===== src/rtl/ins_pkg.sv =====
// Shared constants and types for the instruction dispatcher: word layout,
// channel count and the payload type carried to each execution channel.
package ins_pkg;

  localparam int NUM_CH    = 4;
  localparam int PAYLOAD_W = 12;
  localparam int INS_W     = 16;

  localparam int SEL_LSB   = 12;
  localparam int SEL_W     = 2;
  localparam int BCAST_BIT = 15;

  typedef logic [PAYLOAD_W-1:0] payload_t;

endpackage : ins_pkg


===== src/rtl/ins_dispatch_if.sv =====
// Upstream instruction handshake plus the four downstream channel handshakes.
// slave = the dispatcher, master = the environment driving it.
interface ins_dispatch_if;
  import ins_pkg::*;

  logic                          in_valid;
  logic                          in_ready;
  logic [INS_W-1:0]              in_ins;
  logic [NUM_CH-1:0]             ch_valid;
  logic [NUM_CH-1:0]             ch_ready;
  logic [NUM_CH*PAYLOAD_W-1:0]   ch_data;

  modport slave (
    input  in_valid, in_ins, ch_ready,
    output in_ready, ch_valid, ch_data
  );

  modport master (
    output in_valid, in_ins, ch_ready,
    input  in_ready, ch_valid, ch_data
  );

endinterface : ins_dispatch_if


===== src/rtl/ins_fifo.sv =====
// Synchronous instruction FIFO with flush. Occupancy is tracked explicitly so
// full/empty never depend on pointer equality; ready is a registered flag.
module ins_fifo
  import ins_pkg::*;
#(
  parameter int DEPTH = 4
) (
  input  logic                         clk,
  input  logic                         rst_n,
  input  logic                         flush_i,
  input  logic                         push_i,
  input  logic [INS_W-1:0]             wdata_i,
  output logic                         ready_o,
  input  logic                         pop_i,
  output logic [INS_W-1:0]             rdata_o,
  output logic                         empty_o,
  output logic [$clog2(DEPTH+1)-1:0]   level_o
);

  localparam int LVL_W = $clog2(DEPTH+1);
  localparam int PTR_W = $clog2(DEPTH);
  localparam logic [LVL_W-1:0] FULL_LVL = LVL_W'(DEPTH);

  logic [INS_W-1:0] mem_q [DEPTH];
  logic [PTR_W-1:0] wptr_q, wptr_d;
  logic [PTR_W-1:0] rptr_q, rptr_d;
  logic [LVL_W-1:0] level_q, level_d;
  logic             ready_q;
  logic             do_push;
  logic             do_pop;

  // A flush cycle swallows whatever push or pop coincides with it.
  assign do_push = push_i & ready_q & ~flush_i;
  assign do_pop  = pop_i & (level_q != '0) & ~flush_i;

  // NOTE: every signal written here gets a default first, so no path leaves it
  // unassigned and no latch is inferred.
  always_comb begin
    wptr_d  = wptr_q;
    rptr_d  = rptr_q;
    level_d = level_q;
    if (flush_i) begin
      wptr_d  = '0;
      rptr_d  = '0;
      level_d = '0;
    end else begin
      if (do_push) wptr_d = wptr_q + PTR_W'(1);
      if (do_pop)  rptr_d = rptr_q + PTR_W'(1);
      level_d = level_q + LVL_W'(do_push) - LVL_W'(do_pop);
    end
  end

  always_ff @(posedge clk or negedge rst_n) begin
    if (!rst_n) begin
      wptr_q  <= '0;
      rptr_q  <= '0;
      level_q <= '0;
      ready_q <= 1'b0;
    end else begin
      wptr_q  <= wptr_d;
      rptr_q  <= rptr_d;
      level_q <= level_d;
      ready_q <= (level_d < FULL_LVL);
    end
  end

  // NOTE: storage is deliberately not reset; level gates every read, so stale
  // contents are never observed and the array can map onto plain RAM.
  always_ff @(posedge clk) begin
    if (do_push) mem_q[wptr_q] <= wdata_i;
  end

  assign rdata_o = mem_q[rptr_q];
  assign empty_o = (level_q == '0);
  assign level_o = level_q;
  assign ready_o = ready_q;

endmodule : ins_fifo


===== src/rtl/ins_dispatch.sv =====
// In-order instruction dispatcher: FIFO head is routed to one channel (or all
// four for broadcast) once the target register(s) are free; blocked cycles are counted.
module ins_dispatch
  import ins_pkg::*;
#(
  parameter int DEPTH = 4,
  parameter int CNT_W = 16
) (
  input  logic                         clk,
  input  logic                         rst_n,
  ins_dispatch_if.slave                bus,
  input  logic                         flush,
  output logic [$clog2(DEPTH+1)-1:0]   level,
  output logic [CNT_W-1:0]             stall_cnt
);

  logic [INS_W-1:0]              head;
  logic                          fifo_empty;
  logic                          dispatch;
  logic                          head_bcast;
  logic [SEL_W-1:0]              head_sel;
  payload_t                      head_payload;
  logic [NUM_CH-1:0]             ch_free;
  logic [NUM_CH-1:0]             load;
  logic [NUM_CH-1:0]             valid_q, valid_d;
  payload_t [NUM_CH-1:0]         data_q, data_d;
  logic [CNT_W-1:0]              stall_q, stall_d;

  ins_fifo #(.DEPTH(DEPTH)) u_fifo (
    .clk     (clk),
    .rst_n   (rst_n),
    .flush_i (flush),
    .push_i  (bus.in_valid),
    .wdata_i (bus.in_ins),
    .ready_o (bus.in_ready),
    .pop_i   (dispatch),
    .rdata_o (head),
    .empty_o (fifo_empty),
    .level_o (level)
  );

  assign head_bcast   = head[BCAST_BIT];
  assign head_sel     = head[SEL_LSB +: SEL_W];
  assign head_payload = head[PAYLOAD_W-1:0];

  always_comb begin
    ch_free  = ~valid_q | bus.ch_ready;
    load     = '0;
    valid_d  = valid_q;
    data_d   = data_q;
    stall_d  = stall_q;

    // Broadcast needs every register free at once; otherwise the head waits.
    if (!fifo_empty && !flush) begin
      if (head_bcast) begin
        if (&ch_free) load = '1;
      end else if (ch_free[head_sel]) begin
        load[head_sel] = 1'b1;
      end
    end
    dispatch = |load;

    for (int k = 0; k < NUM_CH; k++) begin
      if (load[k]) begin
        valid_d[k] = 1'b1;
        data_d[k]  = head_payload;
      end else if (bus.ch_ready[k]) begin
        valid_d[k] = 1'b0;
        data_d[k]  = '0;
      end
    end

    if (!fifo_empty && !dispatch && !flush && (stall_q != '1))
      stall_d = stall_q + CNT_W'(1);
  end

  // NOTE: state registers use non-blocking assignments so every flop samples
  // the pre-edge values, independent of statement order.
  always_ff @(posedge clk or negedge rst_n) begin
    if (!rst_n) begin
      valid_q <= '0;
      data_q  <= '0;
      stall_q <= '0;
    end else begin
      valid_q <= valid_d;
      data_q  <= data_d;
      stall_q <= stall_d;
    end
  end

  assign bus.ch_valid = valid_q;
  assign bus.ch_data  = data_q;
  assign stall_cnt    = stall_q;

endmodule : ins_dispatch


===== src/flat_wrapper.sv =====
// flat-port wrapper written by rule: the top's interface ports become plain ports
module ins_dispatch_flat import ins_pkg::*;
#(
  parameter int DEPTH = 4,
  parameter int CNT_W = 16
)
  (clk, rst_n, flush, level, stall_cnt, bus_in_valid, bus_in_ins, bus_ch_ready, bus_in_ready, bus_ch_valid, bus_ch_data);
  ins_dispatch_if bus_i ();
  input  logic clk;
  input  logic rst_n;
  input  logic flush;
  output logic [$clog2(DEPTH+1)-1:0] level;
  output logic [CNT_W-1:0] stall_cnt;
  input wire logic [$bits(bus_i.in_valid)-1:0] bus_in_valid;
  input wire logic [$bits(bus_i.in_ins)-1:0] bus_in_ins;
  input wire logic [$bits(bus_i.ch_ready)-1:0] bus_ch_ready;
  output wire logic [$bits(bus_i.in_ready)-1:0] bus_in_ready;
  output wire logic [$bits(bus_i.ch_valid)-1:0] bus_ch_valid;
  output wire logic [$bits(bus_i.ch_data)-1:0] bus_ch_data;
  assign bus_i.in_valid = bus_in_valid;
  assign bus_i.in_ins = bus_in_ins;
  assign bus_i.ch_ready = bus_ch_ready;
  assign bus_in_ready = bus_i.in_ready;
  assign bus_ch_valid = bus_i.ch_valid;
  assign bus_ch_data = bus_i.ch_data;
  ins_dispatch #(.DEPTH(DEPTH), .CNT_W(CNT_W)) u_core (.clk(clk), .rst_n(rst_n), .bus(bus_i), .flush(flush), .level(level), .stall_cnt(stall_cnt));
endmodule

===== config.mk =====
export PLATFORM = sky130hd
export DESIGN_NAME = ins_dispatch_flat
export DESIGN_NICKNAME = d
export VERILOG_FILES = /design/src/rtl/ins_pkg.sv /design/src/rtl/ins_dispatch_if.sv /design/src/rtl/ins_fifo.sv /design/src/rtl/ins_dispatch.sv /design/src/flat_wrapper.sv
export SDC_FILE = /design/constraint.sdc
export NUM_CORES = 1
export LEC_CHECK = 0
export ABC_AREA = 1
export CELL_PAD_IN_SITES_DETAIL_PLACEMENT = 1
export CELL_PAD_IN_SITES_GLOBAL_PLACEMENT = 1
export CORE_ASPECT_RATIO = 0.7
export CORE_UTILIZATION = 38
export CTS_BUF_LIST = sky130_fd_sc_hd__clkbuf_8 sky130_fd_sc_hd__clkbuf_16
export DETAILED_ROUTE_END_ITERATION = 7
export PLACE_DENSITY = 0.8
export SLEW_MARGIN = 40
export SYNTH_ARGS = -nofsm -noshare
export SYNTH_HDL_FRONTEND = slang
export SYNTH_SLANG_ARGS = --single-unit

===== constraint.sdc =====
create_clock -name clk -period 4.5 [get_ports clk]
set_input_delay 0.9 -clock clk [delete_from_list [all_inputs] [get_ports clk]]
set_output_delay 0.9 -clock clk [all_outputs]
set_load 0.03 [all_outputs]

# Yosys cells after proc, flatten, opt, wreduce, memory -nomap -nowiden
# Memory sizes are Yosys's and may differ from the RTL's.
# Index checks and enable logic that the tools add are counted.
# classes
add_sub_neg	5
order_cmp	3
n_eq_ne	1
mux	31
bitwise	7
reduce_logical	18
# op_table
cell	count
$mux W12	8
$add A16 B1 Y16 const B	1
$mux W4	4
$ne A16 B16 Y1 const B	1
$mux W1	12
$reduce_bool A2 Y1	6
$mux W2	4
$logic_and A1 B1 Y1	5
$add A2 B1 Y2 const B	2
$and A1 B1 Y1	4
$not A4 Y4	1
$or A4 B4 Y4	1
$reduce_and A4 Y1	1
$reduce_or A4 Y1	1
$add A3 B1 Y3	1
$logic_not A1 Y1	3
$logic_not A3 Y1	1
$lt A2 B3 Y1 const B	1
$lt A3 B3 Y1 const B	1
$mux W3	1
$reduce_bool A3 Y1	1
$sub A3 B1 Y3	1
$bmux W1 S2	1
$demux W1 S2	1
2 further kinds	2
# word_totals
ff_bits	76
ram_bits	64
input_bits	24
n_memories	1
# memory_table
memory	depth	word_bits	read_ports	rd_clocked_by_memory_dff	wr	line	rtl
u_core.u_fifo.mem_q	4	16	1	0	1	ins_fifo.sv:24	logic [INS_W-1:0] mem_q [DEPTH];

# Depth between registers and ports, before layout
# Gate-level depths: netlist (run 1).
# An unclocked memory read counts as a cell.
# logic_depth
word_depth	14
mapped_depth	21
depth_no_buf	21

# Modules after synthesis
# Synthesis (run 1) repeated with hierarchy kept, for this count alone.
# unflattened
cells_unflattened	562
hier_area_um2	6022.0
# by_module_without_submodules
module	instances	cells_per_inst	area_per_inst_um2	seq_area_each_um2
ins_dispatch	1	342	3066.7	1701.6
ins_fifo	1	220	2955.3	2122.0

# Worst setup path after synthesis (run 1)
# No wires, ideal clock.
# synth_timing
path_type	input port to flip-flop
startpoint	input port bus_ch_ready[1]
endpoint	register u_core.u_fifo.ready_q (netlist: u_core.u_fifo.ready_o)
setup_time_ns	0.118
arrival_ns	2.809
required_ns	4.382
slack_ns	1.573
cell_stages	19
path_cell_list	inv_1 nand2_1 inv_1 nand3_1 nand2_1 nand2_1 nand3_1 nand2_1 nand2_4 nand3_1 ha_1 inv_1 ha_1 inv_1 fa_1 inv_1 nor2_1 nor2_1 inv_1
# synth_via
elab_chain_len	12
word_cells_on_any_way	14
# synth_lines
element	line	rtl
from (decl)	flat_wrapper.sv:16	input wire logic [$bits(bus_i.ch_ready)-1:0] bus_ch_ready;
$or A4 B4 Y4 *	ins_dispatch.sv:47	ch_free = ~valid_q | bus.ch_ready;
$bmux W1 S2	ins_dispatch.sv:57	end else if (ch_free[head_sel]) begin
$mux W1 (not written as such)	ins_dispatch.sv:57	
$mux W4	ins_dispatch.sv:57	
$mux W4 *	ins_dispatch.sv:55	if (head_bcast) begin
$mux W4 *	ins_dispatch.sv:54	if (!fifo_empty && !flush) begin
$reduce_or A4 Y1 *	ins_dispatch.sv:61	dispatch = |load;
$and A1 B1 Y1 * (2 in a row)	ins_fifo.sv:34	assign do_pop = pop_i & (level_q != '0) & ~flush_i;
$sub A3 B1 Y3 *	ins_fifo.sv:49	level_d = level_q + LVL_W'(do_push) - LVL_W'(do_pop);
$mux W3 *	ins_fifo.sv:42	if (flush_i) begin
named net u_core.u_fifo.level_d[2]	ins_fifo.sv:27	logic [LVL_W-1:0] level_q, level_d;
$lt A3 B3 Y1 *	ins_fifo.sv:63	ready_q <= (level_d < FULL_LVL);
to (signal assigned)	ins_fifo.sv:63	
to (decl)	ins_fifo.sv:28	logic ready_q;
# The timed path passes the listed nets; every way through them passes the cells marked *. The select of a mux whose other input is x is not followed.
# A chain may end at the register's enable or synchronous reset.

# Worst setup path in the final report (run 1)
# layout_timing
startpoint	input port bus_ch_ready[0]
endpoint	register u_core.u_fifo.ready_q (netlist: u_core.u_fifo.ready_o)
# The elaborated chain is that of the path after synthesis.

==> results of run 1 <==
-- power by group --
part | internal (uW) | switching (uW) | total, uW
sequential | 1550 | 184 | 1740
clock | 807 | 518 | 1330
combinational | 701 | 1380 | 2080
total | 3060 | 2080 | 5140
-- final cells by class --
type	instances	area (sq um)	share of cell area (%)
multi-input combinational	351	1870	24.8
sequential	136	3700	49.3
clock inverter	15	139	1.85
clock buffer	17	425	5.66
tap	195	244	3.25
timing repair buffer	103	1010	13.4
inverter	33	128	1.70
-- worst max-delay path, cell delays in order --
cell             delay, ns
clkdlybuf4s50_1       0.41
inv_1                 0.33
nand2_1               0.19
inv_1                 0.13
nand2_2               0.07
nand4_1               0.07
nand2_1               0.11
o21bai_4              0.19
nand3_1               0.19
ha_1                  0.34
inv_1                 0.06
ha_1                  0.13
inv_1                 0.05
fa_1                  0.36
inv_1                 0.08
nor2_1                0.05
nor2_1                0.13
inv_1                 0.05
-- final timing paths --
kind,endpoint,slack (ns),start
max reg2reg,u_core.u_fifo.ready_o,0.99,u_core.u_fifo.rptr_q[0]
max in group asynchronous,u_core.bus.ch_data[7],3.52,rst_n
max,u_core.u_fifo.ready_o,0.97,bus_ch_ready[0]
min,u_core.stall_cnt[8],0.52,rst_n
min reg2reg,u_core.bus.ch_data[45],0.52,u_core.bus.ch_data[45]
min in group clk,u_core.bus.ch_data[45],0.52,u_core.bus.ch_data[45]
-- registers in the layout (all words and copies together) (netlist names) --
register	count
u_core.bus.ch_data	48
u_core.bus.ch_valid	4
u_core.stall_cnt	16
u_core.u_fifo.level_o	3
u_core.u_fifo.mem_q	60
u_core.u_fifo.ready_o	1
u_core.u_fifo.rptr_q	2
u_core.u_fifo.wptr_q	2
-- through the flow --
step           setup WS (ns)  area (sq um)  total power (uW)  hold WS, ns
6_report               0.971          7510              5140        0.516
4_1_cts                0.980          7510              5190        0.521
2_1_floorplan           1.57          5820              3030        0.503
5_1_grt                0.700          7510              5430        0.549
3_5_place_dp           0.606          6950              3820        0.505
3_3_place_gp           0.681          6940              3730        0.498
-- cell usage in the layout (no fill, tap or decap), types with 2 or more instances in the layout --
| cell | n |
|---|---|
| a32o_1 | 12 |
| nand3_1 | 80 |
| ha_1 | 7 |
| clkinv_2 | 4 |
| clkdlybuf4s50_1 | 93 |
| nand2_4 | 3 |
| o21ai_0 | 42 |
| xnor2_1 | 5 |
| nand4_1 | 3 |
| clkbuf_16 | 17 |
| inv_2 | 5 |
| inv_4 | 3 |
| nand3_2 | 3 |
| nor4_1 | 2 |
| nor2_1 | 23 |
| inv_1 | 29 |
| clkinvlp_4 | 3 |
| a21oi_1 | 13 |
| nand2_1 | 121 |
| dfrtp_1 | 76 |
| xor2_1 | 10 |
| o21ai_1 | 12 |
| edfxtp_1 | 60 |
| nand2_2 | 7 |
| bufinv_16 | 2 |
| buf_4 | 9 |
-- routing by layer --
metal / vias up / share of wire [%] / routed length (um)
met2: 96 / 49 / 7630
met3: 4 / 5.3 / 821
met1: 2245 / 45 / 6980
met4: 0 / 0.34 / 53
met5: - / 0 / 0
li1: 2071 / - / -
-- kinds of logic after synthesis --
family | Yosys count
AOI/OAI and AO/OA | 81
DFF | 136
buffers and inverters | 57
and+or+nand+nor | 247
xor gates and xnor gates | 15
adders and majority gates | 8
==> metrics.txt, run 1 <==
status=complete, no violations; GR Overflow Total=0; DP Cell Count=818; Synth Area in Compound Gates=around 8.4%; worst rel slew slack=~51%; final hold vios=0; Iter 0 DRT Violations=about 200; Skew-Pair Late Insertion Delay=slightly above 0.4 ns; Synth area leaders=dfrtp_1 33%, edfxtp_1 31%, nand2_1 7.9%, nand3_1 6.9%, o21ai_0 3.6%; clk_skew=a little under 0.007 ns; CP Launch Type=input port; worst-margin pin slew=~0.73 ns; Inserted Clock Buffers=17; initial antenna violation count=0; n_diodes=0; cell count after synthesis=about 540; Setup Fix Bufs, Post-CTS=0; initial core utilization=approximately two fifths; Hold Path Class=in2async; gpl congestion=approximately 0.8; Yosys top cell area share=about a third; GRT Total Usage=a little over a fifth; # resized after CTS=0; Reg2Reg Depth=18; Fill cells=1624; first drt pass iteration count=4; Max FO, Critical Path=13; Worst VDD drop=roughly 0.0003 V; root buffer cell=clkbuf_16; Die Span Y=106 um; Routed WL=approximately 15000 um; Peak Freq=around 280 MHz; warning count from the yosys run=0; layout cell share with drive strength beyond 1=approximately a tenth; setup violators final=0; Cell Rows=37; Data arrival, critical path=~3.8 ns; Vias/cell=5.20; Synth top cells by count=122 x nand2_1, 80 x nand3_1, 76 x dfrtp_1; core area=between 10000 and 15000 sq um; Hold Buf Count CTS=0; EDFF count, synth=60; count of clock tree sinks=between 100 and 150; non-filler cells, final=between 800 and 900; HPWL after DPL=between 10000 and 15000 um; Die Span X=approximately 150 um; # IOs=96; most frequent cell after synthesis=nand2_1; CTS H-Tree Depth=4; final core occ=50.7%; TritonCTS clock tree=done; Most Crowded Layer GR=met2; pin count of the biggest net entering global routing=77; Fin Setup TNS=0 ns; Post-Syn Nets=roughly 580; Cell Area, Synth=around 5800 sq um; GR Util met2=between 30% and 40%; GRT met3 Usage=roughly 4.5%; remaining antenna violation count=0; Synth-to-Final Area Change=29.1%; clock buffer depth=2; Slew Viols, Final=0; Power Dens Cells=about 700 nW/um^2; crit end category=flop; Port Buf Inserts=94; M1 GR Usage=a little under 30%; mux share of post-synthesis cell area=0%; DRC errors left=0; Synth Area in Adders=under 10%; full die area=around 16000 sq um; Nets=674; critical path type=in2reg; Yosys top cell by area=dfrtp_1; RSZ-0062 raised after global routing=no; fin crit share=between 70% and 80%; largest family of logic cells by synthesized area=simple AND/OR/NAND/NOR gates; Clock transition at path regs=~0.060 ns; Cell variety after synth=34; Leakage=about 0.0032 uW; average size of a mapped cell=~11 sq um; fin crit period=approximately 3.5 ns; wire per inst=about 18 um; first-pass GRT wire length=between 20000 and 30000 um; Top FF cell, synth=dfrtp_1; register area share after synthesis=a little under two thirds; Post-synth ARST share=between 50 and 60%; Post-Synth XOR/XNOR Area=around 2.3%; vias in the first global route=about 4.7k; max-cap viol count=0; Req. time, crit path=around 4.8 ns; simple-gate area share of the yosys netlist=approximately 20%; #FFs+latches synth=~140; Vias=~4.4k
(Power assumes the default switching activity.)
==> run 2, diff against run 1 <==
Clock period 4.5 ns to 3.5 ns, I/O delays scaled along.
==> run 2 against run 1 <==
- global-route usage increased by 0.31 points
- register-to-register slack got worse by 0.64 ns
- sequential power increased by 29%
- core utilization about the same
- wire length increased by 4.0%
- sequential share of layout area about the same
- final area about the same
- worst hold slack got worse by 0.22 ns
- combinational power increased by 29%
- non-clock buffer count increased by 5
==> metrics.txt, run 2 (synthesized netlist as in run 1, its figures left out) <==
worst r2r src=u_core.u_fifo.rptr_q[1] (was u_core.u_fifo.rptr_q[0]); Fin Setup TNS=0 ns (unchanged); non-filler cells, final=855 (was 850); initial antenna violation count=1 (was 0); M1 GR Usage=28.8% (was 29.2%); Crit path max-delay family=simple AND/OR/NAND/NOR gates (was buffers and inverters); final core occ=50.7% (about the same); worst rel slew slack=45.7% (was 50.9%); initial core utilization=39.3% (unchanged); Peak Freq=317 MHz; GRT met3 Usage=4.89% (was 4.55%); core area=14800 sq um (unchanged); TritonCTS clock tree=done (unchanged); layout cell share with drive strength beyond 1=9.55% (was 9.62%); footprint of the multi-input gates=1860 sq um (was 1870 sq um); critical path type=reg2reg (was in2reg); crit end category=flop (unchanged); GRT Total Usage=21.7% (was 21.4%); CTS H-Tree Depth=4 (unchanged); worst setup path endpoint=u_core.u_fifo.ready_o (unchanged); gpl congestion=0.803 (about the same); Hold Path Class=in2async (unchanged); Skew-Pair Late Insertion Delay=0.42 ns (was 0.41 ns); setup violators final=0 (unchanged); Vias/cell=5.24 (was 5.20); pin count of the biggest net entering global routing=77 (unchanged); clock buffer depth=2 (unchanged); wire per inst=18.8 um (was 18.2 um); crit-path most repeated cell=inv_1 (unchanged); DP Cell Count=823 (was 818); HPWL after DPL=10900 um (was 10200 um); Nets=679 (was 674); Reg2Reg Depth=17 (was 18); Fill cells=1626 (was 1624); Slew Viols, Final=0 (unchanged); max-cap viol count=0 (unchanged); commonest cells after routing, fill and taps aside=122 x nand2_1, 93 x clkdlybuf4s50_1, 80 x nand3_1, 76 x dfrtp_1, 60 x edfxtp_1 (was 121 x nand2_1, 93 x clkdlybuf4s50_1, 80 x nand3_1, 76 x dfrtp_1, 60 x edfxtp_1); count of clock tree sinks=136 (unchanged); fin crit share=between 90 and 100%; Leakage=0.00319 uW (was 0.00317 uW); Max FO, Critical Path=27 (was 13); worst-margin pin slew=0.813 ns (was 0.734 ns); status=complete, no violations (unchanged); dpl cell area=6990 sq um (was 6950 sq um); slowest stage delay, CP=0.54 ns (was 0.41 ns); Port Buf Inserts=94 (unchanged); first drt pass iteration count=5 (was 4); full die area=15800 sq um (unchanged); Most Crowded Layer GR=met2 (unchanged); Routed WL=16100 um (was 15500 um); final hold vios=0 (unchanged); Req. time, crit path=3.81 ns (was 4.80 ns); DRC errors left=0 (unchanged); vias in the first global route=4744 (was 4694); Synth-to-Final Area Change=29.1% (about the same); CP Launch Type=flop (was input port); number of stages on the worst setup path=17 (was 18); first-pass GRT wire length=25800 um (was 25200 um); Worst Setup SP=u_core.u_fifo.rptr_q[1] (was bus_ch_ready[0]); Buf/Inv on CP=5 (was 7); remaining antenna violation count=0 (unchanged); Worst VDD drop=0.000371 V (was 0.000292 V); worst-path cell chain=inv_6, nand3_2, nand2_2, nand2_2, nand4_1, nand2_1, o21bai_4, nand3_1, ha_1, inv_1, ha_1, inv_1, fa_1, inv_1, nor2_1, nor2_1, inv_1 (was clkdlybuf4s50_1, inv_1, nand2_1, inv_1, nand2_2, nand4_1, nand2_1, o21bai_4, nand3_1, ha_1, inv_1, ha_1, inv_1, fa_1, inv_1, nor2_1, nor2_1, inv_1); Cell Rows=37 (unchanged); Data arrival, critical path=3.46 ns (was 3.83 ns); GR Overflow Total=0 (unchanged); Power Dens Cells=873 nW/um^2 (was 685 nW/um^2); Clock transition at path regs=0.06 ns (about the same); setup slack, reg-to-reg=0.35 ns (was 0.99 ns); most common cell after layout, fill and taps aside=nand2_1 (unchanged); root buffer cell=clkbuf_16 (unchanged); Setup Fix Bufs, Post-CTS=0 (unchanged); GR Util met2=35.2% (was 34.0%); RSZ-0062 raised after global routing=no (unchanged); max FFs per register=60 (unchanged); fin crit period=3.15 ns; Vias=4477 (was 4416); n_diodes=0 (unchanged); Inserted Clock Buffers=17 (unchanged); worst r2r dst=u_core.u_fifo.ready_o (unchanged); # IOs=96 (unchanged); Die Span X=150 um (unchanged); clk_skew=0.0109 ns (was 0.00694 ns); design area=7510 sq um (about the same); CP max stage cell=dfrtp_1 (was clkdlybuf4s50_1); Largest Register=u_core.u_fifo.mem_q (unchanged); register area=3700 sq um (unchanged); Die Span Y=106 um (unchanged); Iter 0 DRT Violations=249 (was 203)
## run 2: worst min-delay path by stage
| stage | startpoint | to | slack [ns] |
|---|---|---|---|
| after floorplan | rst_n | u_core.bus.ch_data[0] | 0.40 |
| after global placement | u_core.bus.ch_data[47] | u_core.bus.ch_data[47] | 0.50 |
| after detailed placement | u_core.bus.ch_data[21] | u_core.bus.ch_data[21] | 0.52 |
| after CTS | rst_n | u_core.stall_cnt[6] | 0.34 |
| after global routing | rst_n | u_core.stall_cnt[6] | 0.37 |
| final | rst_n | u_core.stall_cnt[5] | 0.30 |
## run 2: layout make-up
class / instances / share of cell area, %
multi-input combinational: 351 / 24.8
clock inverter: 15 / 1.33
tap: 195 / 3.25
inverter: 33 / 1.73
clock buffer: 17 / 5.66
timing repair buffer: 108 / 13.9
sequential: 136 / 49.3
## run 2: repair_timing
| item | in CTS | in global routing |
|---|---|---|
| hold buffers | 0 | 0 |
| setup endpoints to repair | 0 | 1 |
| gates resized for setup | 0 | 1 |
| endpoints found under the hold margin | 0 | 0 |
## run 2: power by group
group | internal [uW] | switching [uW]
Clock | 952 | 667
Sequential | 2000 | 250
Combinational | 914 | 1780
## run 2: metrics by stage
stage                     setup WS, ns  hold slack, ns  power, uW
after CTS                        0.288           0.343       6610
after floorplan                  0.773           0.404       3900
after detailed placement        0.0591           0.516       4960
after global routing           0.00430           0.366       6920
final                            0.349           0.300       6560
after global placement           0.219           0.496       4810
## run 2: per-layer routing
metal  routed length, um  vias up
met3                 909       19
met4                 223        0
met1                7210     2273
li1                    -     2074
met5                   0        -
met2                7760      111
==> run 3, diff against run 2 <==
Settings changed: HOLD_SLACK_MARGIN from default to 0.05, PLACE_DENSITY 0.8 to default, PLACE_DENSITY_LB_ADDON from default to 0.1, SLEW_MARGIN 40 to 25.
==> run 3 against run 2 <==
- wire length is 8.2% lower
- die area unchanged
- worst hold slack improved by 0.0086 ns
- core utilization up 0.42 points
- critical path depth is 2 higher
- power rose by 1.8%
- sequential share of layout area decreased by 0.41 points
- first-iteration DRC count fell by 6.0%
- global-route usage down 1.6 points
- final cell count fell by 0.12%
- sequential power is essentially flat
- critical endpoint unchanged
- largest cell class unchanged
==> metrics.txt, run 3 (synthesized netlist as in run 1, its figures left out) <==
status=complete, no violations (unchanged); crit-path most repeated cell=inv_1 (unchanged); clock buffer depth=2 (unchanged); first drt pass iteration count=5 (unchanged); Iter 0 DRT Violations=234 (was 249); wire per inst=17.3 um (was 18.8 um); Peak Freq=325 MHz (was 317 MHz); Power Dens Cells=881 nW/um^2 (was 873 nW/um^2); crit end category=flop (unchanged); Setup Fix Bufs, Post-CTS=0 (unchanged); setup violators final=0 (unchanged); full die area=15800 sq um (unchanged); max FFs per register=60 (unchanged); Fill cells=1606 (was 1626); count of clock tree sinks=136 (unchanged); Largest Register=u_core.u_fifo.mem_q (unchanged); RSZ-0062 raised after global routing=no (unchanged); remaining antenna violation count=0 (unchanged); Vias/cell=5.08 (was 5.24); final hold vios=0 (unchanged); Skew-Pair Late Insertion Delay=0.42 ns (about the same); Inserted Clock Buffers=17 (unchanged); Leakage=0.00321 uW (was 0.00319 uW); TritonCTS clock tree=done (unchanged); worst-margin pin slew=0.735 ns (was 0.813 ns); GRT Total Usage=20.1% (was 21.7%); commonest cells after routing, fill and taps aside=122 x nand2_1, 93 x clkdlybuf4s50_1, 80 x nand3_1, 76 x dfrtp_1, 60 x edfxtp_1 (unchanged); # resized after CTS=0 (unchanged); initial antenna violation count=0 (was 1); Hold Path Class=in2async (unchanged); Cell Rows=37 (unchanged); CP max stage cell=dfrtp_1 (unchanged); initial core utilization=39.3% (unchanged); GR Overflow Total=0 (unchanged); critical path type=reg2reg (unchanged); Buf/Inv on CP=5 (unchanged); Port Buf Inserts=94 (unchanged); Synth-to-Final Area Change=30.2% (was 29.1%); Data arrival, critical path=3.39 ns (was 3.46 ns); Req. time, crit path=3.81 ns (about the same); Die Span X=150 um (unchanged); Die Span Y=106 um (unchanged); Clock transition at path regs=0.07 ns (was 0.06 ns); Fin Setup TNS=0 ns (unchanged); fin crit period=3.08 ns (was 3.15 ns); first-pass GRT wire length=23800 um (was 25800 um); vias in the first global route=4364 (was 4744); fin crit share=88.0% (was 90.0%); # IOs=96 (unchanged); clk_skew=0.00919 ns (was 0.0109 ns); HPWL after DPL=10200 um (was 10900 um); max-cap viol count=0 (unchanged); layout cell share with drive strength beyond 1=10.5% (was 9.55%); root buffer cell=clkbuf_16 (unchanged); Crit path max-delay family=simple AND/OR/NAND/NOR gates (unchanged); setup slack, reg-to-reg=0.42 ns (was 0.35 ns); design area=7580 sq um (was 7510 sq um); Worst VDD drop=0.000388 V (was 0.000371 V); Hold Buf Count CTS=0 (unchanged); slowest stage delay, CP=0.53 ns (was 0.54 ns); most common cell after layout, fill and taps aside=nand2_1 (unchanged); Max FO, Critical Path=27 (unchanged); Routed WL=14800 um (was 16100 um); CP Launch Type=flop (unchanged); Slew Viols, Final=0 (unchanged); DRC errors left=0 (unchanged); worst-path cell chain=inv_4, nand3_2, nand2_2, nand2_2, nand2_1, nand2_1, nand3_1, nand2_1, nand2_4, nand3_1, ha_1, inv_1, ha_1, inv_1, fa_1, inv_1, nor2_1, nor2_1, inv_1 (was inv_6, nand3_2, nand2_2, nand2_2, nand4_1, nand2_1, o21bai_4, nand3_1, ha_1, inv_1, ha_1, inv_1, fa_1, inv_1, nor2_1, nor2_1, inv_1); Vias=4340 (was 4477); n_diodes=0 (unchanged); gpl congestion=0.769 (was 0.803); pin count of the biggest net entering global routing=77 (unchanged); CTS H-Tree Depth=4 (unchanged); dpl cell area=6970 sq um (was 6990 sq um); core area=14800 sq um (unchanged); worst rel slew slack=50.9% (was 45.7%); Nets=678 (was 679)
[run 3: per-stage QoR]
stage | hold slack [ns] | std cells | total power (uW) | utilization (%) | setup WS, ns
after floorplan | 0.404 | 544 | 3900 | - | 0.773
final | 0.309 | 854 | 6680 | 51.1 | 0.420
after detailed placement | 0.506 | 822 | 4900 | 47.1 | 0.103
after global routing | 0.351 | 854 | 7050 | 51.1 | 0.190
after global placement | 0.499 | 822 | 4810 | 47.1 | 0.155
after CTS | 0.461 | 854 | 6750 | 51.1 | 0.402
[run 3: power breakdown]
group | internal, uW | switching [uW]
Sequential | 1990 | 225
Clock | 1030 | 790
Combinational | 905 | 1740
[run 3: per-layer routing]
layer | GRT usage [%] | wire [um]
met1 | 29.3 | 7300
met2 | 29.9 | 6610
met3 | 4.20 | 786
met4 | 6.35 | 81
met5 | 0 | 0
[run 3: worst paths after layout]
check                                              from                endpoint  depth (start not counted)
max in group asynchronous                         rst_n    u_core.stall_cnt[10]                          1
min in group clk                 u_core.bus.ch_data[14]  u_core.bus.ch_data[14]                          2
worst min register to register   u_core.bus.ch_data[14]  u_core.bus.ch_data[14]                          2
worst max register to register  u_core.u_fifo.rptr_q[1]   u_core.u_fifo.ready_o                         19
worst min-delay path                              rst_n  u_core.bus.ch_data[29]                          1
worst max-delay path            u_core.u_fifo.rptr_q[1]   u_core.u_fifo.ready_o                         19
[run 3: final cells by class]
type / count / area (sq um) / share of cell area [%]
multi-input cells: 351 / 1860 / 24.6
flip-flops and latches: 136 / 3700 / 48.9
well taps: 195 / 244 / 3.22
inverters: 33 / 128 / 1.68
clock buffers: 17 / 425 / 5.62
repair buffers: 107 / 1040 / 13.7
clock inverters: 15 / 173 / 2.28
